<file path="src/rtl/keypad_pkg.sv">
// Shared types and helpers for the 4x4 keypad scanner.
// Provides the FSM state enum, column reset value and a one-hot to index encoder.
package keypad_pkg;

    typedef enum logic [1:0] {
        SCAN,
        DEBOUNCE,
        PRESSED
    } kp_state_e;

    localparam logic [3:0] COL_RESET = 4'b0001;

    // Lowest set bit wins, so this also resolves several rows being high at once.
    function automatic logic [1:0] onehot_to_idx(input logic [3:0] v);
        logic [1:0] idx;
        idx = 2'd0;
        if (v[3]) idx = 2'd3;
        if (v[2]) idx = 2'd2;
        if (v[1]) idx = 2'd1;
        if (v[0]) idx = 2'd0;
        return idx;
    endfunction

endpackage

</file>
<file path="src/rtl/kp_tick_div.sv">
// Scan tick generator: free-running counter 0..SCAN_DIV-1, tick high on SCAN_DIV-1.
// Ports: clk, rst_n (async active-low), tick (one-cycle strobe every SCAN_DIV clocks).
module kp_tick_div #(
    parameter int SCAN_DIV = 2000
) (
    input  logic clk,
    input  logic rst_n,
    output logic tick
);

    localparam int TW = (SCAN_DIV > 2) ? $clog2(SCAN_DIV) : 1;
    localparam logic [TW-1:0] LAST = TW'(SCAN_DIV - 1);

    logic [TW-1:0] cnt_q;
    logic [TW-1:0] cnt_d;

    always_comb begin
        tick  = (cnt_q == LAST);
        cnt_d = tick ? '0 : cnt_q + TW'(1);
    end

    always_ff @(posedge clk or negedge rst_n) begin
        if (!rst_n) begin
            cnt_q <= '0;
        end else begin
            cnt_q <= cnt_d;
        end
    end

endmodule

</file>
<file path="src/rtl/keypad_scan_debounce.sv">
// Keypad scanner: drives one-hot columns, synchronises and debounces the rows,
// and emits one key code plus a single-cycle strobe per physical press.
// Ports: clk, rst_n (async active-low), row[3:0] (async returns),
//        col[3:0] (one-hot drive), key_code[3:0], key_valid (pulse), key_held.
module keypad_scan_debounce #(
    parameter int SCAN_DIV       = 2000,
    parameter int DEBOUNCE_TICKS = 8
) (
    input  logic       clk,
    input  logic       rst_n,
    input  logic [3:0] row,
    output logic [3:0] col,
    output logic [3:0] key_code,
    output logic       key_valid,
    output logic       key_held
);

    import keypad_pkg::*;

    localparam int CW = $clog2(DEBOUNCE_TICKS + 1);
    localparam logic [CW-1:0] DB_MAX = CW'(DEBOUNCE_TICKS);

    logic tick;

    kp_tick_div #(
        .SCAN_DIV(SCAN_DIV)
    ) u_tick (
        .clk  (clk),
        .rst_n(rst_n),
        .tick (tick)
    );

    kp_state_e     state_q, state_d;
    logic [3:0]    rs1_q, rs1_d;
    logic [3:0]    rs_q, rs_d;
    logic [3:0]    col_q, col_d;
    logic [CW-1:0] count_q, count_d;
    logic [1:0]    cand_row_q, cand_row_d;
    logic [3:0]    cand_code_q, cand_code_d;
    logic [3:0]    key_code_q, key_code_d;
    logic          key_valid_q, key_valid_d;
    logic          key_held_q, key_held_d;

    logic [CW-1:0] cnt_inc;
    logic [3:0]    col_rot;
    logic [3:0]    new_code;
    logic          hit;

    // State register
    always_ff @(posedge clk or negedge rst_n) begin
        if (!rst_n) begin
            state_q     <= SCAN;
            rs1_q       <= '0;
            rs_q        <= '0;
            col_q       <= COL_RESET;
            count_q     <= '0;
            cand_row_q  <= '0;
            cand_code_q <= '0;
            key_code_q  <= '0;
            key_valid_q <= 1'b0;
            key_held_q  <= 1'b0;
        end else begin
            state_q     <= state_d;
            rs1_q       <= rs1_d;
            rs_q        <= rs_d;
            col_q       <= col_d;
            count_q     <= count_d;
            cand_row_q  <= cand_row_d;
            cand_code_q <= cand_code_d;
            key_code_q  <= key_code_d;
            key_valid_q <= key_valid_d;
            key_held_q  <= key_held_d;
        end
    end

    // Next-state and datapath
    always_comb begin
        rs1_d       = row;
        rs_d        = rs1_q;
        state_d     = state_q;
        col_d       = col_q;
        count_d     = count_q;
        cand_row_d  = cand_row_q;
        cand_code_d = cand_code_q;
        key_code_d  = key_code_q;
        key_valid_d = 1'b0;
        key_held_d  = key_held_q;

        cnt_inc  = count_q + CW'(1);
        col_rot  = {col_q[2:0], col_q[3]};
        new_code = {onehot_to_idx(rs_q), onehot_to_idx(col_q)};
        // Only the latched row in the frozen column is watched.
        hit      = rs_q[cand_row_q];

        if (tick) begin
            unique case (state_q)
                SCAN: begin
                    if (rs_q == 4'b0000) begin
                        col_d = col_rot;
                    end else begin
                        cand_row_d  = onehot_to_idx(rs_q);
                        cand_code_d = new_code;
                        if (DEBOUNCE_TICKS == 1) begin
                            key_code_d  = new_code;
                            key_valid_d = 1'b1;
                            key_held_d  = 1'b1;
                            count_d     = '0;
                            state_d     = PRESSED;
                        end else begin
                            count_d = CW'(1);
                            state_d = DEBOUNCE;
                        end
                    end
                end
                DEBOUNCE: begin
                    if (hit) begin
                        if (cnt_inc == DB_MAX) begin
                            key_code_d  = cand_code_q;
                            key_valid_d = 1'b1;
                            key_held_d  = 1'b1;
                            count_d     = '0;
                            state_d     = PRESSED;
                        end else begin
                            count_d = cnt_inc;
                        end
                    end else begin
                        count_d = '0;
                        col_d   = col_rot;
                        state_d = SCAN;
                    end
                end
                PRESSED: begin
                    // Count consecutive low ticks; any high tick restarts release.
                    if (!hit) begin
                        if (cnt_inc == DB_MAX) begin
                            key_held_d = 1'b0;
                            count_d    = '0;
                            col_d      = col_rot;
                            state_d    = SCAN;
                        end else begin
                            count_d = cnt_inc;
                        end
                    end else begin
                        count_d = '0;
                    end
                end
                default: begin
                    state_d = SCAN;
                    count_d = '0;
                end
            endcase
        end
    end

    // Outputs
    always_comb begin
        col       = col_q;
        key_code  = key_code_q;
        key_valid = key_valid_q;
        key_held  = key_held_q;
    end

endmodule

</file>
<file path="config.mk">
export PLATFORM = sky130hd
export DESIGN_NAME = keypad_scan_debounce
export DESIGN_NICKNAME = d
export VERILOG_FILES = /design/src/rtl/keypad_pkg.sv /design/src/rtl/kp_tick_div.sv /design/src/rtl/keypad_scan_debounce.sv
export SDC_FILE = /design/constraint.sdc
export NUM_CORES = 1
export LEC_CHECK = 0
export CAP_MARGIN = 20
export CORE_MARGIN = 2
export CORE_UTILIZATION = 56
export DETAILED_ROUTE_END_ITERATION = 8
export GPL_TIMING_DRIVEN = 0
export PLACE_DENSITY_LB_ADDON = 0.3
export SLEW_MARGIN = 5
export SYNTH_ARGS = -nofsm -noshare
export SYNTH_HDL_FRONTEND = slang
export SYNTH_HIERARCHICAL = 1
export SYNTH_SLANG_ARGS = --single-unit
</file>
<file path="constraint.sdc">
create_clock -name clk -period 3.2 [get_ports clk]
set_clock_uncertainty 0.15 [all_clocks]
set_input_delay 0.8 -clock clk [delete_from_list [all_inputs] [get_ports clk]]
set_output_delay 0.8 -clock clk [all_outputs]
set_load 0.1 [all_outputs]
</file>
## Yosys cells after proc, flatten, opt, wreduce, memory -nomap -nowiden

Index checks and enable logic that the tools add are counted.

- Bitwise operators: 1
- Equality and inequality tests: 12
- Muxes and demuxes: 36
- $lt $le $gt $ge: 1
- Reductions and logical operators: 10
- Add/sub/neg operators: 2

Operators with widths:

| operator | number |
|---|---|
| $mux 4 | 8 |
| $mux 2 | 13 |
| $pmux 4 s3 | 2 |
| $ne 2x2->1 const B | 7 |
| $reduce_and 6->1 | 2 |
| $add 11x1->11 const B | 1 |
| $eq 11x11->1 const B | 1 |
| $mux 11 | 1 |
| $mux 1 | 9 |
| $pmux 2 s3 | 1 |
| $reduce_and 5->1 | 1 |
| $add 4x1->4 const B | 1 |
| $eq 4x4->1 const B | 1 |
| $logic_not 4->1 | 1 |
| $reduce_and 4->1 | 1 |
| $lt 2x3->1 const B | 1 |
| $ne 3x3->1 const B | 1 |
| $reduce_and 3->1 | 1 |
| $reduce_bool 3->1 | 1 |
| $bmux 1 s2 | 1 |
| $eq 2x1->1 const B | 1 |
| $eq 2x2->1 const B | 1 |
| $logic_not 2->1 | 1 |
| $pmux 1 s2 | 1 |
| other kinds (3) | 3 |

- Output and inout port bits: 10
- Flip-flop bits (word level): 41
- Input port bits: 6

## Logic depth before layout (Yosys ltp)

- Word-level depth: 6
- Mapped depth: 8

## Hierarchy

Netlist, hierarchy kept.

Modules (own cells, without submodules):

| module | sequential area each (µm²) | area each (µm²) | instances | cells each |
|---|---|---|---|---|
| keypad_scan_debounce | 701.9 | 1236.2 | 1 | 102 |
| kp_tick_div | 275.3 | 550.5 | 1 | 50 |

## Worst setup path before layout

No wires, ideal clock.

- Path type: reg-to-reg
- Start: register u_tick.cnt_q[0]
- End: register col_q[2], in the netlist col[2]
- Required time: 2922 ps
- Period minus slack after synthesis: 2557 ps
- Stages on the path, launching flop included: 8
- Setup time: 128 ps
- Path slack: 643 ps
- Data arrival time: 2279 ps
- Cells stage by stage: dfrtp_1 > ha_1 > nand3_4 > nor4_4 > or3b_2 > nor2_1 > a211oi_2 > mux2_1

- Cells in the longest elaborated chain, start to end: 2

Ends and longest elaborated chain:

| element | RTL line | RTL |
|---|---|---|
| start: declaration | kp_tick_div.sv:14 | `logic [TW-1:0] cnt_q;` |
| start signal: assignment | kp_tick_div.sv:26 | `cnt_q <= cnt_d;` |
| $eq 11x11->1 | kp_tick_div.sv:18 | `tick = (cnt_q == LAST);` |
| via tick | keypad_scan_debounce.sv:23 | `logic tick;` |
| $reduce_and 6->1 (no line) | -- |  |
| end signal: assignment | keypad_scan_debounce.sv:66 | `col_q <= col_d;` |
| end: declaration | keypad_scan_debounce.sv:36 | `logic [3:0] col_q, col_d;` |

The timed path passes the listed nets, and every way through them passes these cells.
A chain may end at the register's enable or synchronous reset.

## Worst setup path in the final report

- Start: register col_q[0], in the netlist col[0]
- End: output col[0]

RTL lines:

| element | RTL line | RTL |
|---|---|---|
| end: declaration | keypad_scan_debounce.sv:12 | `output logic [3:0] col,` |

No word-level cell between the ends.

==> results.ini <==
[run_status]
outcome=finished, final reports clean

[global_route]
grt_pass1_wl_um=5671
grt_max_degree=40
first_global_vias=1316
grt_overflow=0
antenna_found_initial=0
grt_usage_pct=21.21

[cts]
cts_tree=done
cts_max_level=2
clk_latency_ns=0.35
clock_path_buffers=2
cts-resized-gates=0
numCtsBuffers=5
cts-root-buf=clkbuf_4
cts.clk_slew.worst_paths_ns=0.11
cts_sinks=39
post_cts_buffers=0

[cells_and_area]
layout-drive-gt1-share_pct=16.57
fin_nets=182
synthToLayoutAreaGrowth_pct=16.04
fin_util_pct=67.91
finalInstanceArea_um2=2073
antennaDiodeCount=0
stdcell_count=219

[floorplan]
rows=20
io_pins=16
start_util_pct=58.52
die_x_um=60.49
die-area_um2=3658
die_h_um=60.49
core_um2=3053

[timing]
fin_setup_tns_ns=0
finalSetupViolCount=0
slew_headroom_pct=34.93
slew_violations=0
fin_crit_sh_pct=94.41
fmax_mhz=331.0
tightest_slew_ns=0.9730
finalHoldViolations=0
setup_ws_ns=0.1788
period_minus_slack_ns=3.021
rsz0062_at_grt=no

[critical_path]
path_delay_family=buffers and inverters
cp.arrival_ns=2.07
crit_type=flip-flop to primary output
worst-path-buf-inv=1
critPathMaxFanout=5
critPathMaxStageDelay_ns=1.14
worstRegToRegCells=6
crit_chain=clkdlybuf4s50_1
critPathSlowestCell=clkdlybuf4s50_1
cp.required_ns=2.25
endpoint_kind=primary output
path_depth=1
crit_path_start_kind=flip-flop
reg2reg_to=cand_code_q[1]$_DFFE_PN0P_
worst-r2r-setup-slack_ns=0.31
r2r-start=u_tick/cnt_q[0]$_DFF_PN0_

[drt]
viasPerCell=6.018
drt_wl_total_um=3335
ant_nets=0
wire_per_inst_um=15.23
drt-initial-drc-count=58
dr.pass1.iters=4
vias=1318
drc=0

[place]
dpl.cell_count=211
place_ws_ns=0.2536
port_buffers=15
dp_hpwl_um=2307
gp_congestion=0.8265
dpl_cell_area_um2=1987

[synth]
netlist_area_um2=1787
ys_async_sr_fraction_pct=100.0
synth_commonest_cells=dfrtp_1 (38), nor2_1 (11), nand2_1 (10)
synth_top_area_share_pct=53.22
netlist_top_cells_area=dfrtp_1 (53%), mux2_2 (3.8%), o21ai_0 (2.5%)
synthCells=152
synth_edf_count=0
ys_ff_latch=39
ys.flop_type=dfrtp_1
synth_most_common_cell=dfrtp_1
synth.distinct_cells=49
synth_nets=160
yosysTopAreaCell=dfrtp_1
yosys_warnings=6
ys_seq_area_share_pct=54.69
syn_area_per_cell_um2=11.75

[min_path]
min_path_type=flip-flop to flip-flop
whs_endpoint=rs_q[0]$_DFF_PN0_
min_from=rs1_q[0]$_DFF_PN0_
holdPathStages=0

[power]
p_leak_nw=0.8802
peakVddDrop_mv=0.2894
powerDensity_nw_per_um2=418.2

[flow_run]
maxCapViolCount=0

how the worst max path moves through the flow:
| stage | start | end | slack [ns] |
|---|---|---|---|
| after floorplan | u_tick/cnt_q[0]$_DFF_PN0_ | col[2]$_DFFE_PN0P_ | 0.64 |
| after global placement | rst_n | col[2]$_DFFE_PN0P_ | 0.35 |
| after detailed placement | u_tick/cnt_q[0]$_DFF_PN0_ | cand_code_q[1]$_DFFE_PN0P_ | 0.25 |
| after CTS | col[0]$_DFFE_PN1P_ | col[0] | 0.17 |
| after global routing | u_tick/cnt_q[0]$_DFF_PN0_ | cand_code_q[1]$_DFFE_PN0P_ | 0.02 |
| final | col[0]$_DFFE_PN1P_ | col[0] | 0.18 |
cells by family after synthesis:
| kind of cell | Yosys count | synth area share [%] |
|---|---|---|
| AND/OR/NAND/NOR | 50 | 16.60 |
| adder cells (fa/ha/maj) | 2 | 1.400 |
| flip-flops | 39 | 54.69 |
| multiplexers | 10 | 6.932 |
| AO/OA/AOI/OAI | 39 | 16.67 |
| buffers and inverters | 8 | 1.751 |
| XOR/XNOR | 4 | 1.961 |
metal layers:
metal  GRT usage [%]  share of wire (%)  vias to the layer above
li1                -                  -                      607
met3           6.397                4.3                       10
met5               0                  0                        -
met2           34.01                 49                       33
met1           26.02                 44                      668
met4           11.18                2.4                        0
what timing repair did:
action,4_1_cts,5_1_grt
setup endpoints to repair,0,1
hold endpoints to repair,0,0
hold buffers,0,0
through the flow:
step / power [mW] / hold WS [ns]
6_report: 0.8671 / 0.2070
5_1_grt: 0.8990 / 0.2211
4_1_cts: 0.8751 / 0.2105
3_5_place_dp: 0.5312 / 0.1856
3_3_place_gp: 0.5304 / 0.1825
2_1_floorplan: 0.5142 / 0.1812
sequential cells by signal, summed over array words and instances, names as in the netlist, 2 cells and up:
name and flops:
u_tick/cnt_q 11, col 4, count_q 4, key_code 4, rs1_q 4, rs_q 4
cand_code_q 2, cand_row_q 2, state_q 2
worst reg2reg max path: cells and delay by family, from the launching register on:
family	cells	cell delay, ns
AOI/OAI and AO/OA	1	0.33
and+or+nand+nor	4	1.58
adders and majority gates	1	0.31
DFF	1	0.42
cell type report:
class	instances	area, um2
inverter	5	18.77
tap	44	55.05
clock inverter	2	35.03
clock buffer	6	51.30
multi-input combinational	105	778.2
buffer	3	12.51
timing repair buffer	15	145.1
fill	243	979.7
sequential	39	977.2
power breakdown:
part / internal [mW] / switching [mW]
logic: 0.00699 / 0.0131
registers: 0.498 / 0.00275
clock network: 0.185 / 0.162
total: 0.689 / 0.178
layout by cell type, fill, tap and decap left out, types with 2 or more instances in the layout:
cell type and instances:
a21oi_1 8, a21o_1 2, xor2_1 3, mux2_2 6, a211o_1 2, clkbuf_1 2, inv_1 5, nor2_1 11
nand3_1 5, o21ai_0 9, or3_1 3, ha_1 2, clkdlybuf4s50_1 14, nand2_1 10, nand4_1 2, dfrtp_1 38
nand2b_1 3, buf_2 2, clkbuf_4 5, nor3b_1 2, mux2_1 3, o32a_1 2, o31ai_1 3, nor3_1 3
(Power assumes the default switching activity.)
